<file path="src/rtl/exc_ctrl_pkg.sv">
// Shared exception-control definitions (state encoding, handler vector),
// also imported by the fetch stage.
package exc_ctrl_pkg;

    typedef enum logic [1:0] {
        ST_RUN    = 2'd0,
        ST_FLUSH  = 2'd1,
        ST_DRAIN  = 2'd2,
        ST_HALTED = 2'd3
    } exc_state_t;

    localparam logic [15:0] SIIC_VEC = 16'h0002;

endpackage

</file>
<file path="src/rtl/reg16_en.sv">
// 16-bit register with load enable and asynchronous active-high reset.
module reg16_en (
    input  logic        clk,
    input  logic        rst,
    input  logic        en,
    input  logic [15:0] d,
    output logic [15:0] q
);

    always_ff @(posedge clk or posedge rst) begin
        if (rst)
            q <= 16'h0000;
        else if (en)
            q <= d;
    end

endmodule

</file>
<file path="src/rtl/exc_ctrl.sv">
// Exception/halt controller: accepts siic/rti/halt/err from decode, issues a
// one-cycle flush+redirect, or drains the pipe and stops for good.
module exc_ctrl
    import exc_ctrl_pkg::*;
(
    input  logic        clk,
    input  logic        rst,
    input  logic        id_valid,
    input  logic        stall,
    input  logic [15:0] id_pc2,
    input  logic        halt,
    input  logic        siic,
    input  logic        rti,
    input  logic        err,
    input  logic        pipe_empty,
    output logic        halt_back,
    output logic        flush,
    output logic        redirect,
    output logic [15:0] redirect_pc,
    output logic [15:0] epc,
    output logic        halted,
    output logic        exc_err
);

    exc_state_t  state, state_nx;
    logic        accept;
    logic        epc_en;
    logic        flush_q, flush_nx;
    logic [15:0] rpc_q, rpc_nx;
    logic        hb_q, hb_nx;
    logic        halted_q, halted_nx;
    logic        err_q, err_nx;

    reg16_en u_epc (
        .clk (clk),
        .rst (rst),
        .en  (epc_en),
        .d   (id_pc2),
        .q   (epc)
    );

    always_ff @(posedge clk or posedge rst) begin
        if (rst) begin
            state    <= ST_RUN;
            flush_q  <= 1'b0;
            rpc_q    <= 16'h0000;
            hb_q     <= 1'b0;
            halted_q <= 1'b0;
            err_q    <= 1'b0;
        end else begin
            state    <= state_nx;
            flush_q  <= flush_nx;
            rpc_q    <= rpc_nx;
            hb_q     <= hb_nx;
            halted_q <= halted_nx;
            err_q    <= err_nx;
        end
    end

    // Only RUN accepts events; the instruction seen during FLUSH is squashed.
    assign accept = (state == ST_RUN) && id_valid && !stall;

    always_comb begin
        state_nx  = state;
        flush_nx  = 1'b0;
        rpc_nx    = rpc_q;
        hb_nx     = hb_q;
        halted_nx = halted_q;
        err_nx    = err_q;
        epc_en    = 1'b0;
        case (state)
            ST_RUN: begin
                if (accept) begin
                    if (err) begin
                        err_nx   = 1'b1;
                        hb_nx    = 1'b1;
                        state_nx = ST_DRAIN;
                    end else if (halt) begin
                        hb_nx    = 1'b1;
                        state_nx = ST_DRAIN;
                    end else if (siic) begin
                        epc_en   = 1'b1;
                        rpc_nx   = SIIC_VEC;
                        flush_nx = 1'b1;
                        state_nx = ST_FLUSH;
                    end else if (rti) begin
                        rpc_nx   = epc;
                        flush_nx = 1'b1;
                        state_nx = ST_FLUSH;
                    end
                end
            end
            ST_FLUSH: state_nx = ST_RUN;
            ST_DRAIN: begin
                if (pipe_empty) begin
                    state_nx  = ST_HALTED;
                    halted_nx = 1'b1;
                end
            end
            ST_HALTED: state_nx = ST_HALTED;
            default:   state_nx = ST_RUN;
        endcase
    end

    // flush and redirect share one flop: they are always asserted together.
    assign flush       = flush_q;
    assign redirect    = flush_q;
    assign redirect_pc = rpc_q;
    assign halt_back   = hb_q;
    assign halted      = halted_q;
    assign exc_err     = err_q;

endmodule

</file>
<file path="config.mk">
export PLATFORM = sky130hd
export DESIGN_NAME = exc_ctrl
export DESIGN_NICKNAME = d
export VERILOG_FILES = /design/src/rtl/exc_ctrl_pkg.sv /design/src/rtl/reg16_en.sv /design/src/rtl/exc_ctrl.sv
export SDC_FILE = /design/constraint.sdc
export NUM_CORES = 1
export LEC_CHECK = 0
export CELL_PAD_IN_SITES_DETAIL_PLACEMENT = 0
export CELL_PAD_IN_SITES_GLOBAL_PLACEMENT = 2
export CORE_ASPECT_RATIO = 1.1
export CORE_MARGIN = 1.5
export CORE_UTILIZATION = 27
export CTS_CLUSTER_SIZE = 16
export DETAILED_ROUTE_END_ITERATION = 10
export PLACE_DENSITY = 0.81
export SLEW_MARGIN = 10
export SYNTH_ARGS = -nofsm -noshare
export SYNTH_HDL_FRONTEND = slang
export SYNTH_SLANG_ARGS = --single-unit
</file>
<file path="constraint.sdc">
create_clock -name clk -period 2.7 [get_ports clk]
set_clock_uncertainty 0.1 [all_clocks]
set_input_delay 0.54 -clock clk [delete_from_list [all_inputs] [get_ports clk]]
set_output_delay 0.54 -clock clk [all_outputs]
set_load 0.01 [all_outputs]
</file>
After elaboration in Yosys (flattened, before gate mapping)
Cells that the tools add are included.
{"block": "totals", "inputBits": 25, "regBits": 38, "word_cells": 48, "out_inout_bits": 37}
{"block": "classes", "n_mux": 22, "n_eq_ne": 6, "n_reduce_logical": 11, "n_bitwise": 2}
{"cell": "$mux 16", "count": 2}
{"cell": "$mux 1", "count": 13}
{"cell": "$mux 2", "count": 6}
{"cell": "$reduce_and 3->1", "count": 3}
{"cell": "$pmux 2 s4", "count": 1}
{"cell": "$ne 5x5->1 const B", "count": 1}
{"cell": "$reduce_and 5->1", "count": 1}
{"cell": "$eq 2x2->1 const B", "count": 2}
{"cell": "$ne 2x2->1 const B", "count": 2}
{"cell": "$reduce_bool 2->1", "count": 2}
{"cell": "$eq 2x1->1 const B", "count": 1}
{"cell": "$logic_and 1x1->1", "count": 2}
{"cell": "$logic_not 2->1", "count": 1}
{"cell": "$not 1->1", "count": 2}
{"cell": "$reduce_and 2->1", "count": 1}
{"cell": "$logic_not 1->1", "count": 1}

Depth between registers and ports, before layout
{"block": "depth", "depth_word": 6, "ltp_mapped": 5, "ltp_nobuf": 4}

Hierarchy
Synthesis repeated with hierarchy kept, for this count alone.
{"block": "hier_totals", "hier_cells": 109, "hier_area_um2": 1629.1}
{"mod": "exc_ctrl", "area_each_um2": 975.9, "instances": 1, "cells_per_inst": 74}
{"mod": "reg16_en", "area_each_um2": 653.1, "instances": 1, "cells_per_inst": 35}

Worst setup path after synthesis
No wires, ideal clock.
{"block": "synth_timing", "path_type": "input port to flip-flop", "from": "input stall", "to": "register rpc_q[0] (netlist: redirect_pc[0])", "path_stages": 4, "n_path_buf": 1, "arrival_ps": 1829, "path_slack_ps": 650, "setup_ps": 121, "path_cell_list": "or4b_4 > or3_4 > buf_6 > a22o_1"}
{"block": "synth_via", "elab_chain_cells": 3}
{"element": "from (decl)", "line_no": "exc_ctrl.sv:9", "text": "input logic stall,"}
{"element": "$logic_not 1->1", "line_no": "exc_ctrl.sv:61", "text": "assign accept = (state == ST_RUN) && id_valid && !stall;"}
{"element": "$logic_and 1x1->1", "line_no": "exc_ctrl.sv:61"}
{"element": "$reduce_and 5->1 (no line)"}
{"element": "to (signal assigned)", "line_no": "exc_ctrl.sv:53", "text": "rpc_q <= rpc_nx;"}
{"element": "to (decl)", "line_no": "exc_ctrl.sv:29", "text": "logic [15:0] rpc_q, rpc_nx;"}
No other way between the ends.
A chain may end at the register's enable or synchronous reset.

Worst setup path after layout
{"block": "layout_timing", "from": "input stall", "to": "register rpc_q[6] (netlist: redirect_pc[6])"}
Same word-level chain as after synthesis.

==> results.toml <==
[worst_hold_path]
hold_class = "reg -> reg"
holdPathStages = 1
worstHoldStart = "exc_err$_DFFE_PP0P_"

[synthesis]
synth_top_area_frac = 0.636
yosys-top-cells-count = "dfrtp_1, a22o_1, mux2_1"
ys_types = 29
synth-async-reset-ratio = 1.00
synthTopCellsByArea = "dfrtp_1, mux2_1, a22o_1"
yosysMostFrequentCell = "dfrtp_1"
ys_seq_elements = 38
avgSynthCellArea_sq_um = 14.8
syn-cell-area_sq_um = 1500
synthFlopType = "dfrtp_1"
synth-edff-count = 0
yosysSeqAreaShare = 0.636
yosysTopAreaCell = "dfrtp_1"
yosys_warnings = 0
syn_nets = 126
netlist_instances = 101

[cells_and_area]
register_area_sq_um = 951
area_growth_pct = 53.6
nets = 194
multi_input_area_sq_um = 497
nFillCells = 514
layout-drive-gt1-share = 0.129
n_antenna_cell = 0
stdcell_area_sq_um = 2300

[global_route]
grt_pass1_vias = 1088
grt_max_degree = 21
track_usage = 0.123
grt-ovfl-total = 0
antenna_found_initial = 0
grt_pass1_wl_mm = 5.45

[cts]
cts_buffer_depth = 2
cts_tree = "built"
cts_sinks = 38
cts_hold_buf = 0
numCtsBuffers = 5
clk_pin_slew_ns = 0.07
clock_latency_ns = 0.28
cts_resized = 0
cts_root_buf = "clkbuf_8"
cts_max_level = 2
postCtsSetupRepairBufs = 0

[setup_path]
r2r_cells = 3
crit_fanout = 13
arrival_ns = 2.34
critPathKind = "in -> reg"
rr_startpoint = "state[0]$_DFFE_PP0P_"
endpoint_kind = "register"
required_ns = 2.78
cp-startpoint = "stall"
critPathLaunchType = "input port"

[routing]
via_per_inst = 4.47
vias = 1094
first_iter_violations = 53
drtAntennaViolNets = 0
firstDrtPassIters = 4
wire_per_inst_microns = 13.7
drc_errors = 0
totalWireLength_mm = 3.36

[floorplan]
dieArea_sq_um = 5990
coreArea_sq_um = 5360
die_x_microns = 74.0
fp-row-count = 28
io_pins = 62
start_util = 0.279
die_h_microns = 81.0

[sta]
fmax_mhz = 442
worstMarginPinSlew_ns = 0.374
fin_setup_tns_ns = 0
finalHoldViolCount = 0
period_needed_ns = 2.26
fin_ws_ns = 0.438
finalMaxSlewViolations = 0
worst_hold_slack_ns = 0.376
timing.final.crit_share = 0.838
max_slew_margin = 0.749
rsz0062_at_grt = "false"
setup_viol = 0

[run_status]
status = "finished, final reports clean"

[job]
drv_cap = 0

[power]
pwr_density_cell_nw_per_um2 = 690
p_leak_nw = 1.02
power.total_w = 0.00158
ir_worst_vdd_mv = 0.278

[placed_design]
gp_congestion = 0.690
pre_cts_ws_ns = 0.134
place_area_sq_um = 2200
place_hpwl_mm = 2.52
io_buffers = 61
worst max-delay path, stage by stage:
cell             delay, ns
clkdlybuf4s50_1       0.47
or4b_4                0.56
or3_4                 0.50
a22o_1                0.26
cell usage in the layout, fill, tap and decap left out, types with 2 or more instances in the layout:
cell,instances
nor2_1,2
dfrtp_1,38
o21ai_1,2
inv_1,3
a21o_1,4
mux2_1,12
o31ai_1,2
clkbuf_8,6
nand4_1,2
clkdlybuf4s50_1,61
mux2_2,4
a22o_1,12
buf_4,5
worst paths after layout:
| kind | end | slack, ns |
|---|---|---|
| max in group asynchronous | redirect_pc[14]$_DFFE_PP0P_ | 1.78 |
| min | exc_err$_DFFE_PP0P_ | 0.38 |
| min in group asynchronous | flush$_DFF_PP0_ | 0.50 |
| max | redirect_pc[6]$_DFFE_PP0P_ | 0.44 |
| min reg2reg | exc_err$_DFFE_PP0P_ | 0.38 |
| max reg2reg | redirect_pc[6]$_DFFE_PP0P_ | 0.67 |
layout make-up:
type                    count  area share
inverters                   4     0.00654
multi-input cells          54       0.216
clock buffers               7      0.0376
clock inverters             1     0.00218
well taps                  75      0.0409
flip-flops and latches     38       0.414
repair buffers             66       0.282
flip-flops by register name, summed over array words and instances (netlist names):
signal and cells:
exc_err 1, state 2, halted 1, u_epc.q 16, flush 1, halt_back 1, redirect_pc 16
power by group:
part	leakage [nW]	switching (W)	internal, W
Combinational	0.471	0.000144	0.000267
Sequential	0.500	0.0000974	0.000678
Clock	0.0482	0.000191	0.000206
through the flow:
step | utilization | std cells
floorplan | - | 101
global placement | 0.411 | 237
detailed placement | 0.411 | 237
CTS | 0.428 | 245
global route | 0.428 | 245
finish | 0.428 | 245
cells by family (layout without fill, tap and decap cells):
logic type	count (synthesis)	after routing	share of synthesized area
DFF	38	38	0.636
buffers and inverters	9	78	0.0318
AOI/OAI and AO/OA	25	25	0.134
and+or+nand+nor	13	13	0.0778
muxes	16	16	0.121
routing by layer:
layer  GRT usage  routed length [microns]  share of wire  up-vias
met5           0                        0              0        -
met2       0.176                     1530           0.45       46
met1       0.167                     1530           0.46      535
li1            -                        -              -      507
met3      0.0323                      224          0.067        6
met4      0.0667                       77          0.023        0
Power figures use the tool's default switching activity.
